## config.mk

```make
export PLATFORM = sky130hd
export DESIGN_NAME = bfp16_add_arbiter
export DESIGN_NICKNAME = d
export VERILOG_FILES = /design/src/rtl/bfp16_add_arbiter.sv
export SDC_FILE = /design/constraint.sdc
export NUM_CORES = 1
export LEC_CHECK = 0
export BUFFER_PORTS_ARGS = -buffer_cell sky130_fd_sc_hd__buf_2
export CAP_MARGIN = 20
export CORE_MARGIN = 8
export CORE_UTILIZATION = 40
export DETAILED_ROUTE_END_ITERATION = 8
export PLACE_DENSITY = 0.7
export SYNTH_ARGS = -nofsm -noshare
export SYNTH_HDL_FRONTEND = slang
export SYNTH_SLANG_ARGS = --single-unit
```

## constraint.sdc

```tcl
create_clock -name i_clk -period 16.55 [get_ports i_clk]
set_input_delay 0 -clock i_clk [delete_from_list [all_inputs] [get_ports i_clk]]
set_output_delay 0 -clock i_clk [all_outputs]
set_load 0.1 [all_outputs]
```

## src/rtl/bfp16_add_arbiter.sv

```systemverilog
// rtl/bfp16_add_arbiter.sv - round-robin arbiter sharing one BFP16 adder across requesters
//
// bfp16_add: combinational BFP16 adder. The operand sits in the upper half
// of a 32-bit container (sign 31, exponent 30:23, mantissa 22:16). The lower
// half is ignored on input and zero on output. Subnormals flush to zero and
// rounding is round-to-nearest-even.
module bfp16_add (
  input  logic [31:0] i_a,
  input  logic [31:0] i_b,
  output logic [31:0] o_sum
);
  logic        w_swap;
  logic [31:0] w_x;        // larger magnitude operand
  logic [31:0] w_y;        // smaller magnitude operand
  logic [7:0]  w_ex, w_ey, w_d;
  logic [7:0]  w_sx, w_sy;
  logic        w_nan_x, w_nan_y, w_inf_x, w_inf_y, w_sub;
  logic [10:0] w_xe, w_ye, w_ya, w_mask;
  logic [11:0] w_sum;
  logic [3:0]  w_pos, w_lz;
  logic [10:0] w_norm;
  logic [9:0]  w_exp, w_exp2;
  logic        w_rup;
  logic [8:0]  w_rsig;
  logic [6:0]  w_man;
  logic        w_unused;

  assign w_unused = ^{i_a[15:0], i_b[15:0]};

  // Order operands by magnitude so alignment always shifts y right
  always_comb begin
    w_swap = i_b[30:16] > i_a[30:16];
    w_x    = w_swap ? i_b : i_a;
    w_y    = w_swap ? i_a : i_b;
  end

  // Align, add/subtract, normalise, round and classify the result
  always_comb begin
    w_ex    = w_x[30:23];
    w_ey    = w_y[30:23];
    w_sx    = (w_ex != 8'd0) ? {1'b1, w_x[22:16]} : 8'd0;
    w_sy    = (w_ey != 8'd0) ? {1'b1, w_y[22:16]} : 8'd0;
    w_nan_x = (w_ex == 8'hFF) && (w_x[22:16] != 7'd0);
    w_nan_y = (w_ey == 8'hFF) && (w_y[22:16] != 7'd0);
    w_inf_x = (w_ex == 8'hFF) && (w_x[22:16] == 7'd0);
    w_inf_y = (w_ey == 8'hFF) && (w_y[22:16] == 7'd0);
    w_sub   = w_x[31] ^ w_y[31];
    w_d     = w_ex - w_ey;
    // three extra bits below the significand: guard, round, sticky
    w_xe    = {w_sx, 3'b000};
    w_ye    = {w_sy, 3'b000};
    w_mask  = ~(11'h7FF << w_d);
    if (w_d >= 8'd11) begin
      w_ya = {10'd0, |w_sy};
    end else begin
      w_ya = (w_ye >> w_d) | {10'd0, |(w_ye & w_mask)};
    end
    w_sum = w_sub ? ({1'b0, w_xe} - {1'b0, w_ya}) : ({1'b0, w_xe} + {1'b0, w_ya});

    w_pos = 4'd0;
    for (int i = 0; i < 11; i++) begin
      if (w_sum[i]) w_pos = 4'(i);
    end
    w_lz = 4'd10 - w_pos;
    if (w_sum[11]) begin
      w_norm = {w_sum[11:2], w_sum[1] | w_sum[0]};
      w_exp  = {2'b00, w_ex} + 10'd1;
    end else begin
      w_norm = w_sum[10:0] << w_lz;
      w_exp  = {2'b00, w_ex} - {6'd0, w_lz};
    end

    w_rup  = w_norm[2] & (w_norm[1] | w_norm[0] | w_norm[3]);
    w_rsig = {1'b0, w_norm[10:3]} + {8'd0, w_rup};
    if (w_rsig[8]) begin
      w_exp2 = w_exp + 10'd1;
      w_man  = w_rsig[7:1];
    end else begin
      w_exp2 = w_exp;
      w_man  = w_rsig[6:0];
    end

    if (w_nan_x || w_nan_y || (w_inf_x && w_inf_y && w_sub)) begin
      o_sum = 32'h7FC0_0000;
    end else if (w_inf_x) begin
      o_sum = {w_x[31], 8'hFF, 23'd0};
    end else if (w_sum == 12'd0) begin
      o_sum = 32'd0;
    end else if (w_exp[9] || (w_exp == 10'd0)) begin
      o_sum = {w_x[31], 31'd0};
    end else if (w_exp2 >= 10'd255) begin
      o_sum = {w_x[31], 8'hFF, 23'd0};
    end else begin
      o_sum = {w_x[31], w_exp2[7:0], w_man, 16'h0000};
    end
  end
endmodule

// bfp16_add_arbiter: round-robin grant into operand stage S1, shared adder,
// result stage S2 with valid/ready output tagged by requester index.
module bfp16_add_arbiter #(
  parameter int NUM_REQ   = 4,
  parameter int SIZE_DATA = 32,
  parameter int SIZE_ID   = $clog2(NUM_REQ)
) (
  input  logic                         i_clk,
  input  logic                         i_rst_n,
  input  logic [NUM_REQ-1:0]           i_req_valid,
  output logic [NUM_REQ-1:0]           o_req_ready,
  input  logic [NUM_REQ*SIZE_DATA-1:0] i_req_data_a,
  input  logic [NUM_REQ*SIZE_DATA-1:0] i_req_data_b,
  output logic                         o_res_valid,
  input  logic                         i_res_ready,
  output logic [SIZE_DATA-1:0]         o_res_data,
  output logic [SIZE_ID-1:0]           o_res_id,
  output logic                         o_busy
);
  logic                 r_s1_valid;
  logic [SIZE_DATA-1:0] r_s1_a, r_s1_b;
  logic [SIZE_ID-1:0]   r_s1_id;
  logic                 r_s2_valid;
  logic [SIZE_DATA-1:0] r_s2_data;
  logic [SIZE_ID-1:0]   r_s2_id;
  logic [SIZE_ID-1:0]   r_last;

  logic                 w_s2_en, w_s1_free, w_grant, w_cand_valid;
  logic [SIZE_ID-1:0]   w_cand;
  logic [SIZE_DATA-1:0] w_sel_a, w_sel_b, w_sum;

  assign w_s2_en   = r_s1_valid & (~r_s2_valid | i_res_ready);
  assign w_s1_free = ~r_s1_valid | w_s2_en;
  // ready is held low while reset is asserted even though S1 reads as free
  assign w_grant   = i_rst_n & w_s1_free & w_cand_valid;

  // Candidate: lowest valid index above last, else lowest valid index (wrap)
  always_comb begin
    w_cand_valid = 1'b0;
    w_cand       = '0;
    for (int k = NUM_REQ - 1; k >= 0; k--) begin
      if (i_req_valid[k]) begin
        w_cand_valid = 1'b1;
        w_cand       = SIZE_ID'(k);
      end
    end
    for (int k = NUM_REQ - 1; k >= 0; k--) begin
      if (i_req_valid[k] && (SIZE_ID'(k) > r_last)) w_cand = SIZE_ID'(k);
    end
  end

  // One-hot ready and operand mux for the granted requester
  always_comb begin
    w_sel_a = '0;
    w_sel_b = '0;
    for (int k = 0; k < NUM_REQ; k++) begin
      o_req_ready[k] = w_grant && (w_cand == SIZE_ID'(k));
      if (w_cand == SIZE_ID'(k)) begin
        w_sel_a = i_req_data_a[k*SIZE_DATA +: SIZE_DATA];
        w_sel_b = i_req_data_b[k*SIZE_DATA +: SIZE_DATA];
      end
    end
  end

  bfp16_add u_add (
    .i_a   (r_s1_a),
    .i_b   (r_s1_b),
    .o_sum (w_sum)
  );

  // Operand stage and round-robin pointer
  always_ff @(posedge i_clk or negedge i_rst_n) begin
    if (!i_rst_n) begin
      r_s1_valid <= 1'b0;
      r_s1_a     <= '0;
      r_s1_b     <= '0;
      r_s1_id    <= '0;
      r_last     <= SIZE_ID'(NUM_REQ - 1);
    end else if (w_s1_free) begin
      r_s1_valid <= w_grant;
      if (w_grant) begin
        r_s1_a  <= w_sel_a;
        r_s1_b  <= w_sel_b;
        r_s1_id <= w_cand;
        r_last  <= w_cand;
      end
    end
  end

  // Result stage: load from adder when S1 advances, else drain on ready
  always_ff @(posedge i_clk or negedge i_rst_n) begin
    if (!i_rst_n) begin
      r_s2_valid <= 1'b0;
      r_s2_data  <= '0;
      r_s2_id    <= '0;
    end else if (w_s2_en) begin
      r_s2_valid <= 1'b1;
      r_s2_data  <= w_sum;
      r_s2_id    <= r_s1_id;
    end else if (i_res_ready) begin
      r_s2_valid <= 1'b0;
    end
  end

  assign o_res_valid = r_s2_valid;
  assign o_res_data  = r_s2_data;
  assign o_res_id    = r_s2_id;
  assign o_busy      = r_s1_valid | r_s2_valid;
endmodule

```

==> qor.yml <==
cells_and_area:
  diodes: 0
  nets: 1598
  n_fill_cell: 2134
  drive_above_1_share_pct: 19.3
  utilization_pct: 45.5
  area_delta_synth_final_pct: 13.2
global_routing:
  grt_pass1_vias: 9059
  antenna_found_initial: 0
  grt_max_degree: 59
  grt_usage_pct: 20.9
  grt_remaining_overflow: 0
  grt_pass1_wl_um: 45500
critical_path:
  r2r_slack_ns: 4.20
  cp_common_cell: "ha_1"
  cp-end-kind: "flop"
  crit_arrival_ns: 12.54
  start_kind: "flop"
  cpPeakStageDelay_ns: 0.99
  critPathKind: "flop to flop"
  critPathRequiredTime_ns: 16.74
  crit_fanout: 20
  crit_path_top_delay_cell: "a2111oi_0"
die:
  coreArea_um2: 20800
  die_area_um2: 25700
  die_h_um: 160
  fp-row-count: 53
  start_util_pct: 40.2
  chipWidth_um: 160
  io_pins: 303
logic_synthesis:
  synthAdderAreaFrac_pct: 6.93
  synth_top_family_by_area: "compound AO/OA/AOI/OAI gates"
  async_reset_ff_share_pct: 100
  ys_seq_area_share_pct: 16.8
  synth_edf_count: 0
  syn-instance-count: 1171
  synthDistinctLibCells: 109
  synth_simple_gate_area_share_pct: 29.0
  synth_compound_area_share_pct: 31.2
  netlist_area_um2: 8340
  ys_seq_elements: 56
  synth.avg_cell_area_um2: 7.12
  synth_mux_area_share_pct: 4.71
  synth_xor_area_share_pct: 3.54
  ys.flop_type: "dfrtp_1"
  ys_warn_count: 0
clock_network:
  cts_tree: "done"
  clockBufferDepth: 2
  clockRootBuffer: "clkbuf_16"
  clk_pin_slew_ns: 0.08
  post_cts_resized: 0
  cts_max_level: 2
  clk-insertion-delay-late_ns: 0.30
  clock-sinks: 56
  cts_buffers: 5
timing:
  max_freq_mhz: 81.0
  holdWs_ns: -0.000226
  skew_ns: 0.00979
  post-route-period-util_pct: 74.6
  rsz0062_at_grt: "no"
  worst_pin_slew_ns: 1.03
  drv_slew: 0
  hold_viol: 1
  min_period_ns: 12.35
  setup_tns_ns: 0
  slew_headroom_pct: 29.4
  setup_viol: 0
detailed_routing:
  routedWlPerCell_um: 17.4
  drt_first_pass_iters: 6
  vias_per_cell: 5.96
  first_iter_violations: 843
  routed_wl_um: 27300
  vias: 9331
  drc_errors: 0
  ant_nets: 0
outcome:
  violations: "hold timing"
  outcome: "complete, but fails checks"
placement:
  gp_congestion: 0.950
  hpwlAfterDp_um: 22000
  port_buffers: 158
worst_hold_path:
  min_path_type: "input port to flop"
run:
  max-cap-violations: 0
-- flip-flops by register name (all words and copies together) (netlist names) --
register	count
o_res_valid	1
r_s1_a	16
o_res_data	16
r_last	2
o_res_id	2
r_s1_id	2
r_s1_valid	1
r_s1_b	16
-- routing by layer --
metal	wire length, um	vias to the layer above	GRT usage (%)
li1	-	4548	-
met4	923	0	8.45
met2	12500	376	33.7
met5	0	-	0
met3	1920	43	3.35
met1	12000	4364	27.3
-- cell usage in the layout (no fill, tap or decap), types with 16 or more instances in the layout --
cell	count
a21oi_1	59
nand2_1	236
dfrtp_1	54
nor2_1	78
o21ai_0	76
nor3_1	26
conb_1	16
buf_2	158
xnor2_1	16
and2_1	16
ha_1	43
nand3_1	40
a222oi_1	19
mux2i_1	24
nand4_1	20
inv_1	61
a211oi_1	25
-- cells in the mapped netlist (all sizes together) (17+ instances only) --
cell type	count	share of area, %
dfrtp	54	16
nand4	23	2.1
a21oi	63	4.0
mux2i	25	3.0
buf	36	3.0
a31oi	17	1.4
o21ai	83	5.0
nand3	40	2.4
nor2	80	3.6
nand2	238	11
nor3	28	1.7
a222oi	19	2.3
ha	43	6.5
xnor2	18	2.1
clkbuf	41	1.9
a211oi	28	2.9
inv	62	2.8
-- area by class of cell --
cell class / instances / area [um2] / area share [%]
multi-input cells: 990 / 6370 / 67.5
flip-flops and latches: 56 / 1400 / 14.9
repair buffers: 174 / 938 / 9.94
well taps: 275 / 344 / 3.64
inverters: 63 / 236 / 2.50
clock buffers: 5 / 125 / 1.33
clock inverters: 3 / 22.5 / 0.239
-- cells by family (layout without fill, tap and decap cells) --
group,after synthesis,in the layout
flops,56,56
xor+xnor,32,32
mux,34,34
fa+ha+maj,45,45
simple gates,508,508
buf+inv,140,245
other cells,1,16
compound gates,355,355
-- critical path, delay by kind of cell (launching register included) --
family | cells | cell delay [ns]
AND/OR/NAND/NOR | 12 | 2.86
flip-flops | 1 | 0.46
adder cells (fa/ha/maj) | 4 | 1.83
multiplexers | 1 | 0.42
buffers and inverters | 5 | 0.94
AO/OA/AOI/OAI | 20 | 5.70
-- timing repair --
action / 4_1_cts / 5_1_grt
buffers inserted: 0 / 0
hold buffers: 3 / 0
endpoints found under the hold margin: 56 / 0
-- per-stage QoR --
step                      area [um2]  setup slack [ns]  std cells  hold slack [ns]
after floorplan                 8400              6.34       1186           -0.296
after global placement          9240              4.58       1554            0.166
after detailed placement        9240              4.48       1554            0.172
after CTS                       9410              4.44       1565          0.00112
after global routing            9440              3.08       1566           0.0245
final                           9440              4.20       1566        -0.000226
-- path summary, 6_finish.rpt --
kind | start | to | cells past startpoint
setup / recovery | r_s1_a[27] | o_res_data[20] | 42
hold / removal | i_req_data_b[17] | r_s1_b[17] | 3
setup reg to reg | r_s1_a[27] | o_res_data[20] | 42
hold reg to reg | r_s1_id[0] | o_res_id[0] | 2
max in group asynchronous | i_rst_n | r_s1_a[26] | 3
min in group asynchronous | i_rst_n | o_res_data[17] | 3
Power is left out: the tool's default activity adds up to more than one toggle a clock period on the data nets, which glitch-free logic cannot reach.
